**src/rtl/bounds_pkg.sv**
```systemverilog
// Shared types for the bounds-tracking record writer: command ops, error codes,
// the queued record format and the FSM state encoding.
package bounds_pkg;

   typedef enum logic [1:0] {
      SET_FIRST = 2'd0,
      SET_LAST  = 2'd1,
      SET_SIZE  = 2'd2,
      ABORT     = 2'd3
   } cmd_op_e;

   typedef enum logic [1:0] {
      NONE         = 2'd0,
      NO_FIRST     = 2'd1,
      INVERTED     = 2'd2,
      ZERO_OR_WRAP = 2'd3
   } err_code_e;

   typedef enum logic {
      IDLE       = 1'b0,
      HAVE_FIRST = 1'b1
   } wr_state_e;

   typedef struct packed {
      logic [31:0] first;
      logic [31:0] last;
      logic        is_big;
   } bounds_rec_t;

   localparam logic [31:0] DEFAULT_BIG_BYTES = 32'd4096;

   // Byte length (last-first+1) > big_bytes, folded so it never needs 33 bits.
   function automatic logic range_is_big(input logic [31:0] first,
                                         input logic [31:0] last,
                                         input logic [31:0] big_bytes);
      return (last - first) >= big_bytes;
   endfunction

endpackage

```
**src/rtl/bounds_rec_fifo.sv**
```systemverilog
// Synchronous record FIFO; extra pointer bit separates full from empty.
module bounds_rec_fifo
   import bounds_pkg::*;
#(
   parameter int unsigned DEPTH = 4
) (
   input  logic        clk_i,
   input  logic        rst_i,
   input  logic        push_i,
   input  bounds_rec_t data_i,
   input  logic        pop_i,
   output bounds_rec_t data_o,
   output logic        full_o,
   output logic        empty_o
);

   localparam int unsigned AW = (DEPTH > 1) ? $clog2(DEPTH) : 1;

   bounds_rec_t    mem_q [DEPTH];
   logic [AW:0]    wr_ptr_q;
   logic [AW:0]    rd_ptr_q;
   logic           do_push;
   logic           do_pop;

   assign empty_o = (wr_ptr_q == rd_ptr_q);
   assign full_o  = (wr_ptr_q[AW] != rd_ptr_q[AW]) &&
                    (wr_ptr_q[AW-1:0] == rd_ptr_q[AW-1:0]);
   assign do_push = push_i & ~full_o;
   assign do_pop  = pop_i & ~empty_o;
   assign data_o  = mem_q[rd_ptr_q[AW-1:0]];

   always_ff @(posedge clk_i or posedge rst_i) begin
      if (rst_i) begin
         wr_ptr_q <= '0;
         rd_ptr_q <= '0;
         for (int unsigned i = 0; i < DEPTH; i++) begin
            mem_q[i] <= '0;
         end
      end else begin
         if (do_push) begin
            mem_q[wr_ptr_q[AW-1:0]] <= data_i;
            wr_ptr_q <= wr_ptr_q + {{AW{1'b0}}, 1'b1};
         end
         if (do_pop) begin
            rd_ptr_q <= rd_ptr_q + {{AW{1'b0}}, 1'b1};
         end
      end
   end

endmodule

```
**src/rtl/bounds_record_writer.sv**
```systemverilog
// Descriptor assembler: validates first/last/size commands, queues bounds
// records and streams them to the circular buffer with error accounting.
module bounds_record_writer
   import bounds_pkg::*;
#(
   parameter int unsigned FIFO_DEPTH = 4,
   parameter logic [31:0] BIG_BYTES  = DEFAULT_BIG_BYTES,
   parameter int unsigned CNT_W      = 16
) (
   input  logic             clk_i,
   input  logic             rst_i,
   input  logic             cmd_valid_i,
   output logic             cmd_ready_o,
   input  logic [1:0]       cmd_op_i,
   input  logic [31:0]      cmd_data_i,
   input  logic             wr_ready_i,
   output logic             en_write_o,
   output logic             rec_valid_o,
   output logic [31:0]      addr_first_o,
   output logic [31:0]      addr_last_o,
   output logic             is_big_o,
   output logic             busy_o,
   output logic             err_o,
   output logic [1:0]       err_code_o,
   output logic [CNT_W-1:0] rec_count_o,
   output logic [CNT_W-1:0] drop_count_o
);

   wr_state_e        state_q, state_d;
   logic [31:0]      first_q, first_d;
   logic             err_q, err_d;
   err_code_e        err_code_q, err_code_d;
   logic [CNT_W-1:0] rec_cnt_q, drop_cnt_q;
   bounds_rec_t      hold_q;

   logic             accept;
   logic             push;
   bounds_rec_t      push_rec;
   bounds_rec_t      head;
   bounds_rec_t      head_out;
   logic             full, empty, pop;
   logic [32:0]      size_last;

   assign cmd_ready_o = ~full;
   assign accept      = cmd_valid_i & ~full;
   assign pop         = ~empty & wr_ready_i;
   assign en_write_o  = pop;
   assign rec_valid_o = ~empty;
   assign busy_o      = (state_q == HAVE_FIRST) | ~empty;
   assign err_o       = err_q;
   assign err_code_o  = err_code_q;
   assign rec_count_o  = rec_cnt_q;
   assign drop_count_o = drop_cnt_q;

   // Head is held at the last popped record while the queue is empty.
   assign head_out     = empty ? hold_q : head;
   assign addr_first_o = head_out.first;
   assign addr_last_o  = head_out.last;
   assign is_big_o     = head_out.is_big;

   assign size_last = {1'b0, first_q} + {1'b0, cmd_data_i} - 33'd1;

   always_comb begin
      state_d    = state_q;
      first_d    = first_q;
      err_d      = 1'b0;
      err_code_d = err_code_q;
      push       = 1'b0;
      push_rec   = '0;
      if (accept) begin
         unique case (cmd_op_e'(cmd_op_i))
            SET_FIRST: begin
               first_d = cmd_data_i;
               state_d = HAVE_FIRST;
            end
            SET_LAST: begin
               state_d = IDLE;
               if (state_q != HAVE_FIRST) begin
                  err_d      = 1'b1;
                  err_code_d = NO_FIRST;
               end else if (cmd_data_i < first_q) begin
                  err_d      = 1'b1;
                  err_code_d = INVERTED;
               end else begin
                  push           = 1'b1;
                  push_rec.first = first_q;
                  push_rec.last  = cmd_data_i;
               end
            end
            SET_SIZE: begin
               state_d = IDLE;
               if (state_q != HAVE_FIRST) begin
                  err_d      = 1'b1;
                  err_code_d = NO_FIRST;
               end else if ((cmd_data_i == '0) || size_last[32]) begin
                  err_d      = 1'b1;
                  err_code_d = ZERO_OR_WRAP;
               end else begin
                  push           = 1'b1;
                  push_rec.first = first_q;
                  push_rec.last  = size_last[31:0];
               end
            end
            default: state_d = IDLE;
         endcase
      end
      push_rec.is_big = range_is_big(push_rec.first, push_rec.last, BIG_BYTES);
   end

   always_ff @(posedge clk_i or posedge rst_i) begin
      if (rst_i) begin
         state_q    <= IDLE;
         first_q    <= '0;
         err_q      <= 1'b0;
         err_code_q <= NONE;
         drop_cnt_q <= '0;
      end else begin
         state_q    <= state_d;
         first_q    <= first_d;
         err_q      <= err_d;
         err_code_q <= err_code_d;
         if (err_d && (drop_cnt_q != '1)) begin
            drop_cnt_q <= drop_cnt_q + CNT_W'(1);
         end
      end
   end

   always_ff @(posedge clk_i or posedge rst_i) begin
      if (rst_i) begin
         rec_cnt_q <= '0;
         hold_q    <= '0;
      end else if (pop) begin
         hold_q <= head;
         if (rec_cnt_q != '1) begin
            rec_cnt_q <= rec_cnt_q + CNT_W'(1);
         end
      end
   end

   bounds_rec_fifo #(
      .DEPTH (FIFO_DEPTH)
   ) u_fifo (
      .clk_i   (clk_i),
      .rst_i   (rst_i),
      .push_i  (push),
      .data_i  (push_rec),
      .pop_i   (pop),
      .data_o  (head),
      .full_o  (full),
      .empty_o (empty)
   );

endmodule

```
**config.mk**
```make
export PLATFORM = sky130hd
export DESIGN_NAME = bounds_record_writer
export DESIGN_NICKNAME = d
export VERILOG_FILES = /design/src/rtl/bounds_pkg.sv /design/src/rtl/bounds_rec_fifo.sv /design/src/rtl/bounds_record_writer.sv
export SDC_FILE = /design/constraint.sdc
export NUM_CORES = 1
export LEC_CHECK = 0
export CORE_MARGIN = 2
export CORE_UTILIZATION = 50
export CTS_BUF_LIST = sky130_fd_sc_hd__clkbuf_4
export CTS_CLUSTER_DIAMETER = 120
export CTS_CLUSTER_SIZE = 28
export DETAILED_ROUTE_END_ITERATION = 6
export PLACE_DENSITY_LB_ADDON = 0.12
export SYNTH_ARGS = -nofsm -noshare
export SYNTH_HDL_FRONTEND = slang
export SYNTH_SLANG_ARGS = --single-unit
export TNS_END_PERCENT = 10
```
**constraint.sdc**
```tcl
create_clock -name clk_i -period 25.5 [get_ports clk_i]
set_clock_uncertainty 0.2 [all_clocks]
set_input_delay 5.1 -clock clk_i [delete_from_list [all_inputs] [get_ports clk_i]]
set_output_delay 5.1 -clock clk_i [all_outputs]
set_load 0.03 [all_outputs]
```
# Word level (Yosys, flattened, before mapping)

Cells that the tools add are included.

Bits in registers: 399
Bits in latches: 0
RAM bits: 0
Bits in read-only memories: 0
Output and inout bits: 104
Word-level logic and storage cells: 94
Memories: 0

Add/sub/neg operators: 7
Multiply operators: 0
Div/mod/pow operators: 0
Order comparisons: 5
Equality and inequality tests: 9
Shift-type cells: 0
Mux-type cells: 31
Bitwise operators: 9
Reduce and logical (&&, ||, !) cells: 10

Operators by type and width:

| operator                | number |
|---|---|
| $mux W64                | 5 |
| $bwmux W260             | 1 |
| $mux W65                | 4 |
| $bmux W65 S2            | 1 |
| $demux W65 S2           | 1 |
| $pmux W64 S2            | 1 |
| $add A32 B32 Y33        | 1 |
| $sub A33 B1 Y33 const B | 1 |
| $add A16 B1 Y16 const B | 2 |
| $ge A32 B13 Y1 const B  | 1 |
| $logic_not A32 Y1       | 1 |
| $lt A32 B32 Y1          | 1 |
| $ne A16 B16 Y1 const B  | 2 |
| $sub A32 B32 Y32        | 1 |
| $mux W1                 | 11 |
| $mux W2                 | 4 |
| $add A3 B1 Y3 const B   | 2 |
| $ge A3 B3 Y1 const B    | 2 |
| $ne A3 B3 Y1 const B    | 2 |
| $not A2 Y3              | 2 |
| $and A1 B1 Y1           | 4 |
| $pmux W1 S2             | 2 |
| $pmux W2 S2             | 1 |
| $reduce_and A2 Y1       | 2 |
| other kinds (13)        | 16 |

# Longest topological paths before layout

Gate-level depths: netlist (run 1).

Word-level depth: 10
Mapped depth: 29

# Modules after synthesis

A second synthesis (run 1) with hierarchy kept.

Cell total of the unflattened synthesis: 2082
Area, all modules: 22753.1 um^2

Modules (own cells, without submodules):

| module               | times used | cells each | area an instance (um^2) | seq. area each (um^2) |
|---|---|---|---|---|
| bounds_rec_fifo      | 1          | 677        | 11574.9                 | 6656.4 |
| bounds_record_writer | 1          | 1405       | 11178.2                 | 3328.2 |

# Worst setup path before layout (run 1)

No wires, ideal clock.

Path kind: input port to output port
From: input port wr_ready_i
To: output port en_write_o
Data arrival time: 5.797 ns
Data required time: 20.200 ns
Path slack: 14.403 ns
Stages on the path: 3
Cells stage by stage: nand2_1 clkinv_1 clkbuf_1

Word-level cells in the longest chain between the ends: 1

RTL lines:

| what            | line                       | RTL |
|---|---|---|
| start, declared | bounds_record_writer.sv:16 | `input logic wr_ready_i,` |
| $and A1 B1 Y1   | bounds_record_writer.sv:46 | `assign pop = ~empty & wr_ready_i;` |
| end, declared   | bounds_record_writer.sv:17 | `output logic en_write_o,` |

Every way passes these cells.

==> metrics.yaml, run 1 <==
clocking:
  clk_pin_slew_ns: 0.26
  cts.sinks: 399
  clk_latency_ns: 0.86
  cts_resized: 0
  cts_buffers: 19
  holdBufCountCts: 0
  cts_max_level: 1
  cts_tree: "yes"
  cts_setup_buffers: 0
  clock_path_buffers: 3
  root_buffer: "clkbuf_4"
synth:
  async_flop_share_pct: 100
  syn_inst: 2358
  yosysWarnings: 0
  synth_edf_count: 0
  synth_area_leaders: "dfrtp_1, nand2_1, ha_1, mux2_2, mux4_2"
  ys.flop_type: "dfrtp_1"
  syn_nets: 2534
  yosysSeqAreaShare_pct: 43.5
  syn_area_per_cell_um2: 9.73
  synth_seq_cells: 399
  yosysTopAreaCell: "dfrtp_1"
  synth_top_area_share_pct: 43.5
  ys_types: 76
  syn_area_um2: 22900
hold_path:
  min_path_type: "reg2reg"
layout:
  drive_gt1_share_pct: 11.9
  fill_cells: 4139
  final-seq-area_um2: 9990
  fin_area_um2: 24900
  area_growth_pct: 8.38
  multi_input_area_um2: 11700
  num-nets-final: 2585
worst_setup_path:
  critPathBufInv: 4
  cp_data_required_time_ns: 26.03
  cp_top_family: "compound AO/OA/AOI/OAI gates"
  worst-setup-path-type: "in2reg"
  slowest_stage: "a2111oi_0"
  max_stage_delay_ns: 0.69
  cp_common_cell: "ha_1"
  end_kind: "register"
  startpoint_type: "input pin"
  cp_max_fo: 22
  arrival_ns: 12.65
grt:
  grt_max_degree: 177
  grt_pass1_vias: 16926
  antenna_found_initial: 4
  grt_pass1_wl_mm: 96.6
  grt.overflow.total: 0
  grt_use_total_pct: 26.0
route:
  routed_wl_mm: 61.5
  m1WireLength_mm: 28.6
  wl_met3_mm: 3.70
  avgViaCountPerCell: 5.78
  antenna_left: 0
  dr.pass1.iters: 5
  routed.top_layer: "met5"
  first_iter_violations: 1517
  drc: 0
  wl_per_cell_um: 20.4
  wl_met2_mm: 27.8
  vias: 17430
placement:
  numPortBuffers: 141
  globalplace.congestion: 0.962
  dp_hpwl_mm: 43.1
  post_dp_cell_area_um2: 24600
die:
  floorplan.initialDensity_pct: 50.6
  rows: 78
  core_um2: 45400
  die_y_um: 218
  die-area_um2: 47600
  boundaryPins: 142
  fp.dieW_um: 218
timing:
  drv_slew: 0
  worstMarginPinSlew_ns: 1.12
  final_hold_viol_count: 0
  holdWs_ns: 0.310
  setup_violations: 0
  min_period_over_period_pct: 47.5
  fin_tns_setup_ns: 0
  max_slew_margin_pct: 24.9
  clock.fmax_mhz: 82.5
  finalCriticalPeriod_ns: 12.12
  rsz0062_at_grt: "false"
pwr:
  ir_worst_vdd_mv: 0.0669
  p_leak_nw: 11.7
  p_per_area_nw_per_um2: 84.3
run_status:
  status: "finished clean"
run:
  maxCapViolations: 0
-- cell usage after synthesis (5+ instances only) --
master,count
a211oi_1,6
a21o_1,10
a21oi_1,77
a221oi_1,5
a22oi_1,26
a31oi_1,9
and2_1,5
and3_1,10
and4_1,8
buf_1,9
buf_2,38
buf_6,16
clkbuf_1,67
dfrtp_1,399
ha_1,136
inv_1,157
mux2_2,140
mux4_2,65
nand2_1,536
nand2b_1,12
nand3_1,29
nand3b_1,5
nand4_1,24
nor2_1,83
nor2b_1,9
nor3_1,19
nor4_1,13
o211a_1,7
o211ai_1,13
o21a_1,11
o21ai_0,206
o21ai_1,11
o21ai_2,10
o21bai_1,7
o31ai_1,34
or3_1,6
xnor2_1,50
xor2_1,16
-- power breakdown --
group / internal, mW / switching (mW)
logic: 0.436 / 0.640
registers: 0.691 / 0.0856
clock network: 0.0437 / 0.200
-- layout make-up --
class | instances | share of cell area (%)
Multi-Input combinational cell | 1671 | 47.2
Sequential cell | 399 | 40.2
Timing Repair Buffer | 160 | 6.30
Tap cell | 600 | 3.02
Inverter | 158 | 2.41
Clock buffer | 21 | 0.634
Clock inverter | 4 | 0.252
Antenna cell | 3 | 0.0302
-- cell usage in the layout, fill, tap and decap left out, drive strengths merged, types with 13 or more instances in the layout --
| master | Yosys | final |
|---|---|---|
| a21oi | 77 | 77 |
| a22oi | 26 | 26 |
| buf | 63 | 19 |
| clkbuf | 67 | 21 |
| clkdlybuf4s50 | 0 | 141 |
| dfrtp | 399 | 399 |
| ha | 136 | 136 |
| inv | 157 | 161 |
| mux2 | 140 | 140 |
| mux4 | 65 | 65 |
| nand2 | 536 | 536 |
| nand3 | 29 | 29 |
| nand4 | 24 | 24 |
| nor2 | 83 | 83 |
| nor3 | 19 | 19 |
| nor4 | 14 | 14 |
| o211ai | 13 | 13 |
| o21ai | 227 | 227 |
| o31ai | 34 | 34 |
| xnor2 | 50 | 50 |
| xor2 | 16 | 16 |
-- registers in the layout, indices dropped and copies added, names as in the netlist --
register and count:
u_fifo.wr_ptr_q 3, err_code_o 2, u_fifo.mem_q 260, hold_q 65
rec_count_o 16, drop_count_o 16, err_o 1, state_q 1
first_q 32, u_fifo.rd_ptr_q 3
-- metal layers --
| layer | track usage (%) | up-vias |
|---|---|---|
| met5 | 0 | - |
| met4 | 5.96 | 4 |
| met3 | 3.72 | 76 |
| met2 | 40.6 | 537 |
| met1 | 38.4 | 8579 |
| li1 | - | 8234 |
-- path summary, 6_finish.rpt --
check	from	end	slack (ns)	cells past startpoint
worst min register to register	u_fifo.mem_q[36]	u_fifo.mem_q[36]	0.31	2
worst max register to register	first_q[6]	u_fifo.mem_q[195]	17.65	24
min in group asynchronous	rst_i	rec_count_o[5]	4.58	2
worst max-delay path	cmd_data_i[3]	u_fifo.mem_q[195]	13.38	25
worst min-delay path	u_fifo.mem_q[36]	u_fifo.mem_q[36]	0.31	2
max in group asynchronous	rst_i	drop_count_o[1]	18.82	3
-- stage by stage --
stage / cells / utilization, % / total power, mW / setup slack, ns
detailed placement: 2988 / 54.3 / 1.85 / 12.73
global placement: 2988 / 54.3 / 1.84 / 12.75
global route: 3016 / 54.8 / 2.24 / 13.09
CTS: 3013 / 54.8 / 2.11 / 13.64
floorplan: 2358 / - / 1.57 / 9.10
finish: 3016 / 54.8 / 2.10 / 13.38
-- worst reg2reg max path, stage by stage (launching register included) --
cell	delay, ns
dfrtp_1	0.54
inv_1	0.10
ha_1	0.33
inv_1	0.07
ha_1	0.36
nand2_1	0.09
a2111oi_0	0.64
o21ba_2	0.30
o21ai_2	0.10
a211oi_4	0.33
o21a_1	0.45
buf_4	0.37
a22oi_1	0.12
nor2_1	0.48
ha_1	0.41
a21oi_1	0.64
o21ai_2	0.21
a2bb2oi_2	0.23
nand2_1	0.08
or3_1	0.31
a2111o_1	0.45
nor4_1	0.26
and3_1	0.37
nand3b_1	0.13
o211a_1	0.14
-- cells by family (layout without fill, tap and decap cells) --
group	Yosys count	in the layout	synth area share, %
and+or+nand+nor	779	779	14.6
AOI/OAI and AO/OA	479	479	12.9
DFF	399	399	43.5
buffers and inverters	288	343	5.44
muxes	209	209	13.4
adders and majority gates	138	138	7.59
xor gates and xnor gates	66	66	2.52
other	0	3	0
No activity file was read; power rests on OpenSTA's default activity.
==> run 2: changes to the inputs <==
==> constraint.sdc (replaced) <==
create_clock -name clk_i -period 11.8 [get_ports clk_i]
set_clock_uncertainty 0.2 [all_clocks]
set_input_delay 2.36 -clock clk_i [delete_from_list [all_inputs] [get_ports clk_i]]
set_output_delay 2.36 -clock clk_i [all_outputs]
set_load 0.03 [all_outputs]
==> metrics.yaml, run 2 (same netlist as run 1, synthesis figures left out) <==
layout:
  mostFrequentLayoutCells: "nand2_1, dfrtp_1, o21ai_0"
  regMostFlops: "u_fifo.mem_q"
  fill_cells: 4095  # -1.1%
  final-seq-area_um2: 9990  # unchanged
  area_growth_pct: 8.37  # about the same
  drive_gt1_share_pct: 11.9  # +0.078 points
  layout_commonest_cell: "nand2_1"
  largest_register_ffs: 260  # unchanged
  num-nets-final: 2586  # +0.039%
  top_regs: "u_fifo.mem_q (260), hold_q (65), first_q (32)"
  multi_input_area_um2: 11700  # about the same
grt:
  gr-usage-met2_pct: 42.3  # +1.7 points
  grt_pass1_vias: 17182  # +1.5%
  busiest_layer: "met2"
  grt_max_degree: 186  # +5.1%
  grt_pass1_wl_mm: 99.4  # +2.8%
  antenna_found_initial: 2  # -2
  grt_use_met3_pct: 2.85  # -0.86 points
  grt.met1_usage_pct: 39.4  # +0.98 points
  grt.overflow.total: 0  # unchanged
  grt_use_total_pct: 26.7  # +0.70 points
timing:
  finalCriticalPeriod_ns: 9.54
  clock.fmax_mhz: 105
  drv_slew: 0  # unchanged
  postLayoutSetupSlackWorst_ns: 2.26  # -11.12 ns
  worstMarginPinSlew_ns: 1.17  # +0.0477 ns
  max_slew_margin_pct: 22.0  # -2.9 points
  fin_tns_setup_ns: 0  # unchanged
  setup_violations: 0  # unchanged
  rsz0062_at_grt: "false"
  final_hold_viol_count: 0  # unchanged
  min_period_over_period_pct: 80.8
worst_setup_path:
  worstSetupStartpoint: "cmd_data_i[25]"
  r2r_start: "first_q[29]"
  cp_max_fo: 17  # -23%
  cp_data_required_time_ns: 12.33  # -13.70 ns
  r2r_slack_ns: 3.94  # -13.71 ns
  worst-setup-path-type: "in2reg"
  end_kind: "register"
  startpoint_type: "input pin"
  reg2reg_to: "u_fifo.mem_q[195]"
  arrival_ns: 10.07  # -2.58 ns
  rr_worst_depth: 24  # unchanged
clocking:
  cts_resized: 0  # unchanged
  cts_buffers: 19  # unchanged
  holdBufCountCts: 0  # unchanged
  cts_max_level: 1  # unchanged
  root_buffer: "clkbuf_4"
  clk_latency_ns: 0.83  # -0.03 ns
  clock_path_buffers: 3  # unchanged
  cts_setup_buffers: 0  # unchanged
  cts_tree: "yes"
  cts.sinks: 399  # unchanged
  clk_pin_slew_ns: 0.26  # about the same
pwr:
  clkPwrFrac_pct: 11.5  # about the same
  seqPwrFrac_pct: 36.4  # -0.6 points
  p_per_area_nw_per_um2: 183  # +120%
  internal_power_mw: 2.53  # +120%
  p_sw_mw: 2.03  # +120%
  ir_worst_vdd_mv: 0.139  # +110%
  p_leak_nw: 11.7  # about the same
  switching_share_pct: 44.6  # +0.40 points
  p_comb_share_pct: 52.1  # +0.8 points
placement:
  dp_hpwl_mm: 44.6  # +3.5%
  globalplace.congestion: 0.946  # -1.6%
  numPortBuffers: 141  # unchanged
  post-place-ws_ns: 1.64  # -11.10 ns
route:
  wl_per_cell_um: 20.8  # +2.2%
  routed_wl_mm: 62.9  # +2.2%
  first_iter_violations: 1704  # +12%
  drc: 0  # unchanged
  vias: 17578  # +0.85%
  dr.pass1.iters: 5  # unchanged
  antenna_left: 0  # unchanged
  avgViaCountPerCell: 5.83  # +0.85%
die:
  die-area_um2: 47600  # unchanged
  boundaryPins: 142  # unchanged
  floorplan.initialDensity_pct: 50.6  # unchanged
  rows: 78  # unchanged
  core_um2: 45400  # unchanged
  fp.dieW_um: 218  # unchanged
  die_y_um: 218  # unchanged
run_status:
  status: "finished clean"
hold_path:
  min_path_cells: 1  # -1
  hp-start: "drop_count_o[7]"
  holdPathEnd: "drop_count_o[7]"
  min_path_type: "reg2reg"
run:
  maxCapViolations: 0  # unchanged
==> run 2: cell types whose count changed in the layout (fill, tap and decap cells not counted), sizes merged <==
cell	previous run	this run
clkbuf	21	20
buf	19	20
clkinv	1	2
inv	161	159
diode	3	2
clkinvlp	0	2
==> run 2: layout make-up <==
class	instances	area share [%]
Timing Repair Buffer	161	6.33
Clock buffer	20	0.604
Tap cell	600	3.02
Inverter	158	2.40
Clock inverter	5	0.267
Antenna cell	2	0.0201
Multi-Input combinational cell	1671	47.2
Sequential cell	399	40.2
==> run 2: metal layers <==
layer  vias up  share of wire [%]
met3        78                5.4
met1      8696                 46
met5         -                  0
li1       8234                  -
met4         0                2.6
met2       570                 46
==> run 2: metrics by stage <==
| stage | total power [mW] | area [um^2] | cells | util, % | hold WS (ns) |
|---|---|---|---|---|---|
| 2_1_floorplan | 3.39 | 23000 | 2358 | - | 0.240 |
| 3_3_place_gp | 4.03 | 24600 | 2989 | 54.3 | 0.253 |
| 3_5_place_dp | 4.03 | 24600 | 2989 | 54.3 | 0.259 |
| 4_1_cts | 4.56 | 24900 | 3014 | 54.8 | 0.315 |
| 5_1_grt | 4.88 | 24900 | 3015 | 54.8 | 0.332 |
| 6_report | 4.56 | 24900 | 3016 | 54.8 | 0.309 |
==> run 2: worst max path at each step <==
stage | to | slack (ns) | cells past startpoint
after floorplan | u_fifo.mem_q[0] | 3.68 | 26
after global placement | u_fifo.mem_q[195] | 1.71 | 25
after detailed placement | u_fifo.mem_q[195] | 1.64 | 25
after CTS | u_fifo.mem_q[195] | 2.53 | 25
after global routing | u_fifo.mem_q[195] | 2.12 | 25
final | u_fifo.mem_q[195] | 2.26 | 25
==> run 2: power groups by stage <==
| stage | Combinational, mW | Sequential, mW | Clock (mW) |
|---|---|---|---|
| floorplan | 1.75 | 1.64 | 0 |
| global placement | 2.36 | 1.67 | 0 |
| detailed placement | 2.35 | 1.68 | 0 |
| CTS | 2.36 | 1.66 | 0.542 |
| global route | 2.61 | 1.68 | 0.587 |
| finish | 2.38 | 1.66 | 0.524 |
==> run 2: worst max-delay path, cell delays in order <==
cell and delay, ns:
clkdlybuf4s50_1 0.62, inv_1 0.09, ha_1 0.32, inv_1 0.05, ha_1 0.41, nand3_1 0.14, or4_1 0.58, a211oi_2 0.26
o21ai_2 0.13, a211oi_4 0.35, o21a_1 0.58, buf_4 0.35, a22oi_1 0.10, nor2_1 0.36, ha_1 0.38, a21oi_1 0.71
o21ai_2 0.19, a2bb2oi_2 0.24, nand2_1 0.09, or3_1 0.31, a2111o_1 0.43, nor4_1 0.33, and3_1 0.40, nand3_1 0.12
o211a_1 0.15
==> run 3: changes to the inputs <==
==> constraint.sdc (replaced) <==
create_clock -name clk_i -period 9.4 [get_ports clk_i]
set_clock_uncertainty 0.2 [all_clocks]
set_input_delay 1.88 -clock clk_i [delete_from_list [all_inputs] [get_ports clk_i]]
set_output_delay 1.88 -clock clk_i [all_outputs]
set_load 0.03 [all_outputs]
==> metrics.yaml, run 3 (same netlist as run 1, synthesis figures left out) <==
run_status:
  status: "finished with violations"
  violations: "design-rule violations"
clocking:
  cts_buffers: 18  # -1
  holdBufCountCts: 0  # unchanged
  clock_path_buffers: 3  # unchanged
  cts_tree: "yes"
  cts_resized: 0  # unchanged
  root_buffer: "clkbuf_4"
  cts_max_level: 1  # unchanged
  cts.sinks: 399  # unchanged
  cts_setup_buffers: 0  # unchanged
  clk_latency_ns: 0.84  # about the same
  clk_pin_slew_ns: 0.27  # about the same
route:
  first_iter_violations: 1515  # -11%
  dr.pass1.iters: 7  # +2
  vias: 17481  # -0.55%
  wl_per_cell_um: 20.3  # -2.6%
  antenna_left: 0  # unchanged
  drc: 2  # +2
  routed_wl_mm: 62.3  # -0.98%
  avgViaCountPerCell: 5.70  # -2.2%
timing:
  min_period_over_period_pct: 87.5
  clock.fmax_mhz: 122
  final_hold_viol_count: 0  # unchanged
  finalCriticalPeriod_ns: 8.22
  rsz0062_at_grt: "false"
  setup_violations: 0  # unchanged
  worstMarginPinSlew_ns: 1.25  # +0.0772 ns
  holdWs_ns: 0.307  # -0.00144 ns
  drv_slew: 0  # unchanged
  postLayoutSetupSlackWorst_ns: 1.18  # -1.09 ns
  max_slew_margin_pct: 16.6  # -5.4 points
  fin_tns_setup_ns: 0  # unchanged
layout:
  final-seq-area_um2: 9990  # unchanged
  mostFrequentLayoutCells: "nand2_1, dfrtp_1, o21ai_0"
  layout_commonest_cell: "nand2_1"
  area_growth_pct: 10.3
  fin_area_um2: 25300  # +1.8%
  drive_gt1_share_pct: 13.7  # +1.8 points
  top_regs: "u_fifo.mem_q (260), hold_q (65), first_q (32)"
  fill_cells: 4054  # -1.0%
  multi_input_area_um2: 11700  # about the same
  largest_register_ffs: 260  # unchanged
  regMostFlops: "u_fifo.mem_q"
  num-nets-final: 2640  # +2.1%
placement:
  numPortBuffers: 141  # unchanged
  post_dp_cell_area_um2: 25100  # +1.8%
  globalplace.congestion: 0.933  # -1.4%
  dp_hpwl_mm: 45.3  # +1.6%
  post-place-ws_ns: 0.438  # -1.20 ns
worst_setup_path:
  startpoint_type: "input pin"
  rr_worst_depth: 24  # unchanged
  critPathBufInv: 4  # unchanged
  arrival_ns: 8.77  # -1.30 ns
  worst-setup-path-type: "in2reg"
  cp_data_required_time_ns: 9.94  # -2.39 ns
  cp_common_cell: "ha_1"
  max_stage_delay_ns: 0.57  # -0.14 ns
  r2r_start: "first_q[6]"
  cp_top_family: "compound AO/OA/AOI/OAI gates"
  end_kind: "register"
  r2r_slack_ns: 2.37  # -1.57 ns
  cp_max_fo: 27  # +10
  slowest_stage: "clkdlybuf4s50_1"
  reg2reg_to: "u_fifo.mem_q[0]"
grt:
  grt_use_total_pct: 26.5  # -0.24 points
  grt_pass1_wl_mm: 98.3  # -1.1%
  antenna_found_initial: 2  # unchanged
  grt_max_degree: 192  # +3.2%
  grt_pass1_vias: 17389  # +1.2%
  grt.overflow.total: 0  # unchanged
hold_path:
  holdPathEnd: "rec_count_o[6]"
  min_path_type: "reg2reg"
  hp-start: "rec_count_o[6]"
  min_path_cells: 1  # unchanged
die:
  floorplan.initialDensity_pct: 50.6  # unchanged
  rows: 78  # unchanged
  die-area_um2: 47600  # unchanged
  core_um2: 45400  # unchanged
  boundaryPins: 142  # unchanged
  fp.dieW_um: 218  # unchanged
  die_y_um: 218  # unchanged
pwr:
  p_comb_share_pct: 52.9  # +0.8 points
  clkPwrFrac_pct: 11.6  # about the same
  p_total_mw: 5.80  # +27%
  ir_worst_vdd_mv: 0.154  # +11%
  p_sw_mw: 2.53  # +24%
  seqPwrFrac_pct: 35.5  # -0.9 points
  p_per_area_nw_per_um2: 229  # +25%
  p_leak_nw: 12.0  # +2.4%
  internal_power_mw: 3.27  # +29%
  switching_share_pct: 43.6  # -0.94 points
run:
  maxCapViolations: 0  # unchanged
==> run 3: cell types whose count changed in the layout (fill, tap and decap cells not counted) <==
cell,change
diode_2,-1
inv_2,-1
clkbuf_4,-1
buf_4,+53
and3_1,+1
clkinv_16,-1
bufinv_16,+2
clkinvlp_4,-1
and3_2,-1
buf_12,+2
clkinv_2,-1
==> run 3: layout make-up <==
type	instances	area share, %
Multi-Input combinational cell	1671	46.4
Sequential cell	399	39.5
Timing Repair Buffer	216	7.95
Tap cell	600	2.97
Inverter	158	2.36
Clock buffer	19	0.564
Clock inverter	3	0.316
Antenna cell	1	0.00989
==> run 3: worst max-delay path by stage <==
stage                        start                end  slack, ns  cells past startpoint
global placement     cmd_data_i[3]  u_fifo.mem_q[130]       0.55                     25
finish              cmd_data_i[28]    u_fifo.mem_q[0]       1.18                     25
detailed placement   cmd_data_i[3]    u_fifo.mem_q[0]       0.44                     25
floorplan           cmd_data_i[28]    u_fifo.mem_q[0]       1.76                     26
global route         cmd_data_i[3]    u_fifo.mem_q[0]       0.68                     25
CTS                  cmd_data_i[6]    u_fifo.mem_q[0]       1.35                     25
==> run 3: layer usage <==
metal	wire length [um]	up-vias	GRT usage (%)
met5	0	-	0
met4	1850	0	7.05
met3	3270	65	2.85
met2	28300	501	42.2
met1	28800	8578	38.5
li1	-	8337	-
==> run 3: power groups by stage <==
stage	Sequential [mW]	Combinational, mW	Clock, mW
2_1_floorplan	2.05	2.20	0
3_3_place_gp	2.08	3.05	0
3_5_place_dp	2.09	3.05	0
4_1_cts	2.06	3.06	0.704
5_1_grt	2.09	3.37	0.760
6_report	2.06	3.07	0.673
==> run 3: stage by stage <==
step / util, % / instances
floorplan: - / 2358
global placement: 55.3 / 3044
detailed placement: 55.3 / 3044
CTS: 55.8 / 3066
global route: 55.8 / 3067
finish: 55.8 / 3067
